==> config.mk <==
export PLATFORM = sky130hd
export DESIGN_NAME = uart_rx_os
export DESIGN_NICKNAME = d
export VERILOG_FILES = /design/src/rtl/uart_rx_os.sv
export SDC_FILE = /design/constraint.sdc
export NUM_CORES = 1
export LEC_CHECK = 0
export CAP_MARGIN = 20
export CORE_UTILIZATION = 39
export CTS_BUF_LIST = sky130_fd_sc_hd__clkbuf_16
export DETAILED_ROUTE_END_ITERATION = 10
export GPL_TIMING_DRIVEN = 1
export PLACE_DENSITY = 0.59
export SYNTH_ARGS = -nofsm -noshare
export SYNTH_HDL_FRONTEND = slang
export SYNTH_SLANG_ARGS = --single-unit
export TNS_END_PERCENT = 10
==> constraint.sdc <==
create_clock -name clk -period 2.2 [get_ports clk]
set_input_delay 0.33 -clock clk [delete_from_list [all_inputs] [get_ports clk]]
set_output_delay 0.33 -clock clk [all_outputs]
set_load 0.01 [all_outputs]
==> src/rtl/uart_rx_os.sv <==
`default_nettype none
// ============================================================================
// Module   : uart_rx_os
// Brief    : Oversampling UART receiver front end. Synchronises the serial
//            line, runs a baud tick divider, majority-votes three samples
//            around mid-bit and delivers bytes with valid / framing strobes.
//            Optional parity checking: define UART_RX_PARITY_EN.
// Revision : 1.0 - initial release
// ============================================================================
module uart_rx_os #(
  parameter int DATA_W      = 8,
  parameter int OS_RATE     = 16,
  parameter int SYNC_STAGES = 2
) (
  input  logic              clk,
  input  logic              rstn,
  input  logic              rec_en,
  input  logic [15:0]       comp,
  input  logic              uart_rx,
`ifdef UART_RX_PARITY_EN
  input  logic              par_en,
  input  logic              par_odd,
  output logic              par_err,
`endif
  output logic [DATA_W-1:0] rx_data,
  output logic              rx_valid,
  output logic              frame_err,
  output logic              busy
);

  localparam int c_OS_W = $clog2(OS_RATE);
  localparam int c_BC_W = $clog2(DATA_W + 1);
  localparam int c_M    = OS_RATE / 2;

  localparam logic [c_OS_W-1:0] c_OS_S0   = c_OS_W'(c_M - 1);
  localparam logic [c_OS_W-1:0] c_OS_S1   = c_OS_W'(c_M);
  localparam logic [c_OS_W-1:0] c_OS_S2   = c_OS_W'(c_M + 1);
  localparam logic [c_OS_W-1:0] c_OS_LAST = c_OS_W'(OS_RATE - 1);
  localparam logic [c_OS_W-1:0] c_OS_ONE  = c_OS_W'(1);
  localparam logic [c_BC_W-1:0] c_BC_LAST = c_BC_W'(DATA_W);
  localparam logic [c_BC_W-1:0] c_BC_ONE  = c_BC_W'(1);

  localparam logic [2:0] c_ST_IDLE   = 3'd0;
  localparam logic [2:0] c_ST_START  = 3'd1;
  localparam logic [2:0] c_ST_DATA   = 3'd2;
  localparam logic [2:0] c_ST_STOP   = 3'd3;
  localparam logic [2:0] c_ST_BRK    = 3'd4;
`ifdef UART_RX_PARITY_EN
  localparam logic [2:0] c_ST_PARITY = 3'd5;
`endif

  logic [SYNC_STAGES-1:0] r_sync;
  logic                   r_rx_p;
  logic [15:0]            r_tcnt;
  logic [c_OS_W-1:0]      r_os;
  logic [c_BC_W-1:0]      r_bcnt;
  logic [2:0]             r_state;
  logic [2:0]             w_state_nxt;
  logic                   r_smp0;
  logic                   r_smp1;
  logic [DATA_W-1:0]      r_shift;
  logic [DATA_W-1:0]      r_rx_data;
  logic                   r_valid;
  logic                   r_ferr;

  logic                   w_rx_s;
  logic                   w_tick;
  logic                   w_run;
  logic                   w_maj;
  logic                   w_at_s0;
  logic                   w_at_s1;
  logic                   w_at_dec;
  logic                   w_at_end;
  logic                   w_start_det;
  logic                   w_shift_en;
  logic                   w_good;
  logic                   w_bad;
`ifdef UART_RX_PARITY_EN
  logic                   r_par_bit;
  logic                   r_par_used;
  logic                   r_perr;
  logic                   w_par_cap;
  logic                   w_par_bad;
`endif

  assign w_rx_s      = r_sync[SYNC_STAGES-1];
  assign w_tick      = (r_tcnt == comp);
  assign w_run       = rec_en && (r_state != c_ST_IDLE) && (r_state != c_ST_BRK);
  assign w_at_s0     = w_run && w_tick && (r_os == c_OS_S0);
  assign w_at_s1     = w_run && w_tick && (r_os == c_OS_S1);
  assign w_at_dec    = w_run && w_tick && (r_os == c_OS_S2);
  assign w_at_end    = w_run && w_tick && (r_os == c_OS_LAST);
  assign w_start_det = rec_en && (r_state == c_ST_IDLE) && r_rx_p && !w_rx_s;
  // Third vote is the live synchronised line at the deciding tick.
  assign w_maj       = (r_smp0 & r_smp1) | (r_smp0 & w_rx_s) | (r_smp1 & w_rx_s);

  always_comb begin
    w_state_nxt = r_state;
    w_shift_en  = 1'b0;
    w_good      = 1'b0;
    w_bad       = 1'b0;
`ifdef UART_RX_PARITY_EN
    w_par_cap   = 1'b0;
`endif
    case (r_state)
      c_ST_IDLE: begin
        if (w_start_det) w_state_nxt = c_ST_START;
      end
      c_ST_START: begin
        if (w_at_dec && w_maj) w_state_nxt = c_ST_IDLE;
        else if (w_at_end)     w_state_nxt = c_ST_DATA;
      end
      c_ST_DATA: begin
        w_shift_en = w_at_dec;
        if (w_at_end && (r_bcnt == c_BC_LAST)) begin
`ifdef UART_RX_PARITY_EN
          w_state_nxt = par_en ? c_ST_PARITY : c_ST_STOP;
`else
          w_state_nxt = c_ST_STOP;
`endif
        end
      end
`ifdef UART_RX_PARITY_EN
      c_ST_PARITY: begin
        w_par_cap = w_at_dec;
        if (w_at_end) w_state_nxt = c_ST_STOP;
      end
`endif
      c_ST_STOP: begin
        // Decide half a bit early so the next start edge is never missed.
        if (w_at_dec) begin
          if (w_maj) begin
            w_good      = 1'b1;
            w_state_nxt = c_ST_IDLE;
          end else begin
            w_bad       = 1'b1;
            w_state_nxt = c_ST_BRK;
          end
        end
      end
      c_ST_BRK: begin
        if (w_rx_s) w_state_nxt = c_ST_IDLE;
      end
      default: w_state_nxt = c_ST_IDLE;
    endcase
    if (!rec_en) w_state_nxt = c_ST_IDLE;
  end

  always_ff @(posedge clk) begin
    if (!rstn) begin
      r_sync <= '1;
      r_rx_p <= 1'b1;
    end else begin
      r_sync <= {r_sync[SYNC_STAGES-2:0], uart_rx};
      r_rx_p <= w_rx_s;
    end
  end

  always_ff @(posedge clk) begin
    if (!rstn) begin
      r_tcnt <= '0;
    end else if (!rec_en || (r_state == c_ST_IDLE) || w_tick) begin
      r_tcnt <= '0;
    end else begin
      r_tcnt <= r_tcnt + 16'd1;
    end
  end

  always_ff @(posedge clk) begin
    if (!rstn) begin
      r_os   <= '0;
      r_smp0 <= 1'b1;
      r_smp1 <= 1'b1;
    end else begin
      if (!w_run) begin
        r_os <= '0;
      end else if (w_tick) begin
        r_os <= (r_os == c_OS_LAST) ? '0 : r_os + c_OS_ONE;
      end
      if (w_at_s0) r_smp0 <= w_rx_s;
      if (w_at_s1) r_smp1 <= w_rx_s;
    end
  end

  always_ff @(posedge clk) begin
    if (!rstn) begin
      r_bcnt  <= '0;
      r_shift <= '0;
    end else begin
      if (!rec_en || (r_state != c_ST_DATA)) begin
        r_bcnt <= '0;
      end else if (w_shift_en) begin
        r_bcnt <= r_bcnt + c_BC_ONE;
      end
      if (w_shift_en) r_shift <= {w_maj, r_shift[DATA_W-1:1]};
    end
  end

  always_ff @(posedge clk) begin
    if (!rstn) begin
      r_state   <= c_ST_IDLE;
      r_rx_data <= '0;
      r_valid   <= 1'b0;
      r_ferr    <= 1'b0;
    end else begin
      r_state <= w_state_nxt;
      r_valid <= w_good;
      r_ferr  <= w_bad;
      if (w_good) r_rx_data <= r_shift;
    end
  end

`ifdef UART_RX_PARITY_EN
  // XOR of data plus parity bit is 0 for even, 1 for odd when correct.
  assign w_par_bad = r_par_used & ((^{r_shift, r_par_bit}) ^ par_odd);

  always_ff @(posedge clk) begin
    if (!rstn) begin
      r_par_bit  <= 1'b0;
      r_par_used <= 1'b0;
      r_perr     <= 1'b0;
    end else begin
      if (w_par_cap) r_par_bit <= w_maj;
      if (r_state == c_ST_PARITY)    r_par_used <= 1'b1;
      else if (r_state == c_ST_IDLE) r_par_used <= 1'b0;
      r_perr <= w_good & w_par_bad;
    end
  end

  assign par_err = r_perr;
`endif

  assign rx_data   = r_rx_data;
  assign rx_valid  = r_valid;
  assign frame_err = r_ferr;
  assign busy      = (r_state != c_ST_IDLE);

endmodule
`default_nettype wire

==> run_results.csv, run 1 <==
group,metric,value,unit
detailed_routing,wirelength,4490,um
detailed_routing,drcViolationCount,0,
global_routing,grt_max_degree,27,
cts,cts_resized,0,
sta,timing.fmax,498,MHz
finish,antennaDiodeCount,0,
sta,slew_headroom,0.720,
setup_path,critPathMaxFanout,8,
yosys,ys_top_cells_by_count,"50 x dfxtp_1, 25 x nor2_1, 22 x mux2i_1, 22 x xnor2_1, 16 x nor2b_1",
global_routing,grt_pass1_wl,7720,um
cts,numCtsBuffers,5,
place,pre_cts_slack,-0.200,ns
yosys,synth-compound-area-share,0.0524,
sta,skew,0.0111,ns
yosys,async_flop_share,0,
setup_path,slowest_delay,0.47,ns
setup_path,reg2reg_depth,7,
finish,stdcell_area,2970,um^2
sta,finalSetupTns,0,ns
die,row_count,27,
die,ios,31,
power_and_ir_drop,p_leak,1.01,nW
place,place.detailed.hpwl,3310,um
place,io_buffers,30,
yosys,synthMuxAreaShare,0.0931,
yosys,yosys.area_share.adder,0.0360,
yosys,synth_top_area_cell,"dfxtp_1",
detailed_routing,vias_per_cell,4.88,
die,core,5680,um^2
power_and_ir_drop,power_density,596,nW/um^2
yosys,synth.avg_cell_area,9.38,um^2
yosys,synth-main-ff-cell,"dfxtp_1",
detailed_routing,drt-pass1-iter-count,4,
yosys,synthCells,252,
die,die_y,79.9,um
sta,finalMaxSlewViolations,0,
yosys,synth.most_common_cell,"dfxtp_1",
cts,clockBufferDepth,2,
setup_path,reg2reg_slack,0.27,ns
yosys,synth-xor-area-share,0.119,
cts,worstSkewPairLatency,0.29,ns
cts,cts_tree,"built",
global_routing,track_usage,0.158,
cts,htree_levels,2,
yosys,syn-num-nets,278,
yosys,syn_area,2360,um^2
detailed_routing,num_vias,1777,
place,gp_congestion,0.802,
setup_path,path_cells,"clkdlybuf4s50_1 -> xnor2_1 -> nand4_1 -> nor4_4 -> buf_4 -> nand2_2 -> or4_1 -> a21oi_1",
cts,ctsRootBufferMaster,"clkbuf_16",
hold_path,hold_path_depth,1,
yosys,yosysWarnings,0,
sta,fin_crit_sh,0.913,
cts,holdBufCountCts,0,
flow_run,drv_cap,0,
die,start_util,0.417,
cts,path_clk_slew,0.07,ns
die,die_w,79.9,um
yosys,synth_top_family_by_area,"simple AND/OR/NAND/NOR gates",
global_routing,grt_antenna_before_repair,0,
hold_path,holdCritPathClass,"reg -> reg",
setup_path,startpoint_type,"primary input",
yosys,yosysTopAreaCellShare,0.423,
cts,cts.sinks,50,
global_routing,grt_overflow,0,
power_and_ir_drop,ir_drop,0.332,mV
finish,fin_nets,317,
setup_path,crit_type,"in -> reg",
detailed_routing,antenna_left,0,
setup_path,arrival,2.23,ns
finish,syn2layout_area_growth,25.5,%
sta,report.final.hold_viol_count,0,
yosys,synthTopCellsByArea,"dfxtp_1 42%, mux2i_1 9.3%, xnor2_1 8.1%, nor2b_1 4.2%, nor2_1 4.0%",
detailed_routing,wl_per_cell,12.3,um
place,place_area,2810,um^2
sta,worst_slack,0.192,ns
yosys,synth_seq_area_share,0.423,
yosys,synth-simple-area-share,0.242,
detailed_routing,drt_iter0_drc,61,
global_routing,grt_pass1_vias,1687,
sta,worst_pin_slew,0.410,ns
setup_path,cp-end-kind,"register",
sta,min_period,2.01,ns
die,die_area,6380,um^2
yosys,ys_seq_elements,50,
power_and_ir_drop,power,1.77,mW
finish,drive_gt1_frac,0.0856,
setup_path,required,2.42,ns
sta,setup_violations,0,
yosys,synth.distinct_cells,38,
sta,finalHoldWorstSlack,0.408,ns
outcome,status,"completed",
setup_path,critPathSlowestCell,"clkdlybuf4s50_1",
sta,rsz0062_at_grt,"false",
yosys,synth-edff-count,0,
-- layout make-up --
class                   count  area (um^2)
fillers                   534         2710
well taps                  72         90.1
clock inverters             3         23.8
inverters                   8         30.0
repair buffers             42          415
clock buffers               5          125
flip-flops and latches     50         1000
multi-input cells         184         1280
-- final timing paths --
kind,from,end
worst min-delay path,r_sync[0],r_sync[1]
worst min register to register,r_sync[0],r_sync[1]
worst max-delay path,comp[4],r_os[3]
worst max register to register,r_tcnt[4],r_os[3]
-- flip-flops by register name, summed over array words and instances, names as in the netlist --
register and count:
r_sync 2, r_bcnt 4, r_smp0 1, r_shift 8
r_smp1 1, r_rx_p 1, rx_data 8, rx_valid 1
r_tcnt 16, r_os 4, frame_err 1, r_state 3
-- placed cells by master, fill, tap and decap left out, drive strengths merged --
master / netlist / layout
nor4: 1 / 1
or3: 6 / 6
o21a: 2 / 2
or3b: 1 / 1
nand2b: 3 / 3
a221oi: 1 / 1
inv: 8 / 9
and2: 5 / 5
a2111oi: 1 / 1
nand2: 16 / 16
nor2b: 16 / 16
maj3: 1 / 1
mux2i: 22 / 22
o211ai: 1 / 1
nor2: 25 / 25
and4: 1 / 1
buf: 6 / 12
a211o: 1 / 1
nand3: 7 / 7
o221ai: 1 / 1
clkbuf: 4 / 5
nand4: 8 / 8
nor3: 3 / 3
o21ai: 4 / 4
and3: 7 / 7
a21oi: 8 / 8
clkinvlp: 0 / 2
dfxtp: 50 / 50
ha: 6 / 6
nand3b: 2 / 2
and3b: 1 / 1
clkdlybuf4s50: 0 / 30
xor2: 10 / 10
or4: 1 / 1
and4b: 1 / 1
xnor2: 22 / 22
-- worst max-delay path, delay by kind of cell --
family                    cells  cell delay [ns]
AOI/OAI and AO/OA             1             0.16
xor gates and xnor gates      1             0.11
buffers and inverters         2             0.67
and+or+nand+nor               4             0.95
-- cells by family (layout without fill, tap and decap cells) --
logic type,after synthesis,in the layout
buf+inv,18,58
mux,22,22
flops,50,50
xor+xnor,32,32
fa+ha+maj,7,7
simple gates,104,104
compound gates,19,19
-- metrics by stage --
step                 util  instances
floorplan               -        252
finish              0.523        364
detailed placement  0.495        355
CTS                 0.522        363
global placement    0.495        355
global route        0.523        364
-- per-layer routing --
layer	up-vias	GRT usage	routed length [um]
met5	-	0	0
met4	0	0.0696	58
met3	5	0.0366	143
met2	28	0.254	2020
met1	812	0.199	2270
li1	932	-	-
-- report_power, final --
group          switching [mW]  internal, mW
Sequential            0.00251         0.907
Clock                   0.354         0.426
Combinational          0.0280        0.0528
-- what timing repair did --
action / 4_1_cts / 5_1_grt
hold endpoints to repair: 0 / 0
buffers inserted: 0 / 1
setup endpoints to repair: 0 / 1
(Power assumes the default switching activity.)
==> run 2: changes to the inputs <==
Settings changed: CTS_CLUSTER_SIZE from default to 8, HOLD_SLACK_MARGIN from default to 0.15.
==> results of run 2 <==
The final DEF is identical to that of run 1; final timing and power are the same.
==> run 3: changes to the inputs <==
Settings changed: RECOVER_POWER from default to 50.
==> run 3 against run 2 <==
Net effect: clock power is essentially flat; critical path depth is the same; largest power group unchanged; highest routed layer unchanged; sequential share of layout area is essentially flat.
==> run_results.csv, run 3 (synthesis results as in run 1) <==
group,metric,value,unit
cts,cts_resized,0,
setup_path,crit_type,"in -> reg",
sta,skew,0.0111,ns
sta,report.final.hold_viol_count,0,
cts,worstSkewPairLatency,0.29,ns
setup_path,required,2.42,ns
finish,final_common_cell,"dfxtp_1",
die,start_util,0.417,
global_routing,grt_pass1_vias,1687,
sta,worst_pin_slew,0.946,ns
finish,drive_gt1_frac,0.0822,
finish,most-common-layout-cells,"50 x dfxtp_1, 25 x nor2_1, 22 x xnor2_1, 22 x mux2i_1, 19 x clkdlybuf4s50_1",
global_routing,grt_max_degree,27,
sta,timing.fmax,497,MHz
power_and_ir_drop,ir_drop,0.332,mV
finish,num-fill-cells,535,
setup_path,path_cells,"clkdlybuf4s50_1 -> xnor2_1 -> nand4_1 -> nor4_4 -> buf_4 -> nand2_2 -> or4_1 -> a21oi_1",
sta,finalHoldWorstSlack,0.408,ns
sta,fin_crit_sh,0.915,
setup_path,slowest_delay,0.47,ns
setup_path,crit_cells,8,
finish,largest_reg_flops,16,
global_routing,grt_antenna_before_repair,0,
setup_path,critPathSlowestCell,"clkdlybuf4s50_1",
setup_path,cp-end-kind,"register",
sta,setup_violations,0,
sta,worst_slack,0.188,ns
cts,numCtsBuffers,5,
die,die_area,6380,um^2
sta,rsz0062_at_grt,"false",
setup_path,r2r_end,"r_os[3]",
place,place.detailed.hpwl,3310,um
finish,fin_nets,317,
sta,slew_headroom,0.369,
finish,fin_util,0.522,
detailed_routing,antenna_left,0,
die,row_count,27,
cts,cts_tree,"built",
outcome,status,"completed",
finish,max_flop_register,"r_tcnt",
global_routing,grt_overflow,0,
setup_path,reg2reg_depth,7,
detailed_routing,wirelength,4490,um
place,io_buffers,30,
power_and_ir_drop,power,1.77,mW
setup_path,startpoint_type,"primary input",
setup_path,reg2reg_slack,0.26,ns
die,die_w,79.9,um
setup_path,path_buf_inv,2,
hold_path,holdCritPathClass,"reg -> reg",
global_routing,grt_pass1_wl,7720,um
detailed_routing,drt-pass1-iter-count,4,
cts,htree_levels,2,
finish,antennaDiodeCount,0,
setup_path,worstSetupStartpoint,"comp[4]",
die,die_y,79.9,um
detailed_routing,drcViolationCount,0,
setup_path,critPathMaxFanout,8,
die,core,5680,um^2
detailed_routing,vias_per_cell,4.88,
cts,clockBufferDepth,2,
setup_path,crit_end,"r_os[3]",
die,ios,31,
flow_run,drv_cap,0,
place,gp_congestion,0.802,
setup_path,arrival,2.23,ns
detailed_routing,wl_per_cell,12.3,um
detailed_routing,drt_iter0_drc,60,
cts,cts.sinks,50,
power_and_ir_drop,p_leak,1.04,nW
cts,ctsRootBufferMaster,"clkbuf_16",
setup_path,rr_startpoint,"r_tcnt[4]",
cts,holdBufCountCts,0,
cts,path_clk_slew,0.07,ns
finish,syn2layout_area_growth,25.3,%
sta,min_period,2.01,ns
global_routing,track_usage,0.158,
place,pre_cts_slack,-0.200,ns
detailed_routing,num_vias,1777,
sta,finalMaxSlewViolations,0,
setup_path,crit_family,"simple AND/OR/NAND/NOR gates",
power_and_ir_drop,power_density,597,nW/um^2
==> run 3: metrics by stage <==
stage,instance area (um^2),cells,setup TNS [ns]
floorplan,2360,252,0
global placement,2810,355,-1.17
detailed placement,2810,355,-4.01
CTS,2960,363,0
global route,2960,364,0
finish,2960,364,0
==> run 3: cell type report <==
cell class	instances	area (um^2)	share of cell area
Inverter	8	30.0	0.0101
Clock inverter	3	23.8	0.00802
Timing Repair Buffer	42	412	0.139
Sequential cell	50	1000	0.338
Clock buffer	5	125	0.0422
Tap cell	72	90.1	0.0304
Multi-Input combinational cell	184	1280	0.433
==> run 3: how the worst min path moves through the flow <==
stage | startpoint | to | slack (ns) | cells after the start
2_1_floorplan | r_sync[0] | r_sync[1] | 0.39 | 1
3_3_place_gp | r_sync[0] | r_sync[1] | 0.39 | 1
3_5_place_dp | r_sync[0] | r_sync[1] | 0.39 | 1
4_1_cts | r_sync[0] | r_sync[1] | 0.41 | 1
5_1_grt | r_sync[0] | r_sync[1] | 0.45 | 1
6_report | r_sync[0] | r_sync[1] | 0.41 | 1
==> run 3: worst reg2reg max path, stage by stage (launching register included) <==
cell	delay, ns
dfxtp_1	0.41
xnor2_1	0.14
nand4_1	0.18
nor4_4	0.32
buf_4	0.20
nand2_2	0.06
or4_1	0.40
a21oi_1	0.16
==> run 3: metal layers <==
layer | global-route usage | up-vias | share of wire
met5 | 0 | - | 0
met4 | 0.0696 | 0 | 0.013
met3 | 0.0366 | 5 | 0.032
met2 | 0.254 | 28 | 0.45
met1 | 0.199 | 812 | 0.50
li1 | - | 932 | -
==> run 3: power breakdown <==
part           leakage [nW]  switching [mW]  internal, mW  total [mW]
sequential            0.403         0.00251         0.907       0.910
clock                0.0664           0.353         0.426       0.779
combinational         0.569          0.0279        0.0518      0.0797
==> run 3: timing repair <==
action | 4_1_cts | 5_1_grt
hold endpoints to repair | 0 | 0
endpoints found under the setup margin | 0 | 1
buffers inserted | 0 | 1
==> RTL edit (config.mk and constraints of run 2) <==
`DATA_W`: 8 -> 16.
--- a/src/rtl/uart_rx_os.sv
+++ b/src/rtl/uart_rx_os.sv
@@ -8,7 +8,7 @@
 // Revision : 1.0 - initial release
 // ============================================================================
 module uart_rx_os #(
-  parameter int DATA_W      = 8,
+  parameter int DATA_W      = 16,
   parameter int OS_RATE     = 16,
   parameter int SYNC_STAGES = 2
 ) (
Ports: changed (resized rx_data); port bits go from 31 to 39. No check against the original RTL was run, so the function may have changed too.
==> RTL edit against run 2 <==
- via count is 34% higher
- largest power group is now clock
- cell count is 35% higher
- combinational power is 22% higher
- sequential cell count is 17 higher
- register-to-register slack worse by 160 ps
- worst setup slack worse by 99 ps
- area after synthesis is 28% higher
- wire length is 38% higher
- power is 61% higher
- final area is 39% higher
==> RTL edit: results <==
layout:
  finalNetCount: 414
  antenna_cells: 0
  final_layout_size_suffix_gt1_share_pct: 12.21
  finalNonFillerCells: 492
clock_network:
  cts_max_level: 3
  path_clk_slew_ps: 60
  clkLatencyLatePin_ps: 330
  root_buffer: "clkbuf_16"
  numCtsBuffers: 9
placed_design:
  placed_cell_area_mm2: 0.003681
  hpwlAfterDp_mm: 4.264
  gp_congestion: 0.8926
  pre_cts_ws_ps: -453.6
  port_buffers: 38
  placed_cells: 474
grt:
  met3_usage_pct: 5.051
  grt.met1_usage_pct: 21.76
  grt_first_pass_wirelength_mm: 10.39
  grt_max_degree: 41
  grtUsageTotal_pct: 15.94
  antenna_found_initial: 0
  use_met2_pct: 23.98
  grt_pass1_vias: 2211
power_and_ir_drop:
  peakVddDrop_v: 0.0004793
  netSwitchingPower_mw: 0.5863
  cellLeakagePower_nw: 1.708
  power.clock.fraction_pct: 53.8
  switching_share_pct: 20.59
  power_sequential_mw: 1.22
setup_path:
  cp.arrival_ps: 2320
  slowest_stage: "clkdlybuf4s50_1"
  slowest_delay_ps: 440
  critPathMaxFanout: 8
yosys:
  synth_area_leaders: "dfxtp_1 (44%), mux2i_1 (11%), xor2_1 (6.6%)"
  yosysUniqueCellTypes: 35
  yosys-top-cells-count: "dfxtp_1 (67), mux2i_1 (34), nor2b_1 (32)"
  ys_ff_latch: 67
  synth_flop_cell: "dfxtp_1"
  seq_area_frac_synth_pct: 44.15
  async_flop_share_pct: 0
  syn-num-nets: 355
  yosys_warnings: 0
  syn_avg_cell_area_um2: 9.234
route:
  vias: 2374
  dr.pass1.iters: 4
  wl_mm: 6.199
  drt_iter0_drc: 108
status:
  status: "completed"
hold_path:
  min_path_type: "reg2reg"
sta:
  worstMarginPinSlew_ps: 473.6
  fin_worst_skew_ps: 5.798
==> RTL edit: path summary, 6_finish.rpt <==
path              cells past startpoint  slack [ps]      start          to
setup / recovery                      9          90    comp[9]  rx_data[0]
setup reg to reg                      9         110  r_tcnt[6]  rx_data[0]
hold reg to reg                       1         440  r_sync[0]   r_sync[1]
hold / removal                        1         440  r_sync[0]   r_sync[1]
==> RTL edit: final cells by class <==
class / count / area, µm²
fill: 673 / 3288
multi-input combinational: 236 / 1655
inverter: 11 / 41.29
timing repair buffer: 63 / 640.6
clock inverter: 7 / 92.59
sequential: 67 / 1341
tap: 99 / 123.9
clock buffer: 9 / 225.2
==> RTL edit: what timing repair did <==
item | in CTS | in global routing
setup buffers | 0 | 1
setup endpoints to repair | 36 | 37
pin swaps | 4 | 6
resized for setup | 3 | 17
cloned | 0 | 1
hold buffers | 0 | 0
hold endpoints to repair | 0 | 0
==> RTL edit: layer usage <==
| metal | wire (µm) | part of all wire (%) | vias up |
|---|---|---|---|
| met5 | 0 | 0 | - |
| met4 | 54 | 0.87 | 0 |
| met3 | 233 | 3.8 | 6 |
| met2 | 2683 | 43 | 39 |
| met1 | 3227 | 52 | 1089 |
| li1 | - | - | 1240 |
==> RTL edit: worst max-delay path, delay by kind of cell <==
family,cells,cell delay (ps)
AND/OR/NAND/NOR,4,800
buffers and inverters,3,830
multiplexers,1,180
XOR/XNOR,1,180
==> RTL edit: kinds of logic after synthesis <==
kind of cell / count (synthesis) / share of synthesized area [%]
xor+xnor: 29 / 8.361
fa+ha+maj: 7 / 2.801
buf+inv: 26 / 3.665
mux: 34 / 11.20
simple gates: 137 / 24.26
compound gates: 29 / 5.560
flops: 67 / 44.15
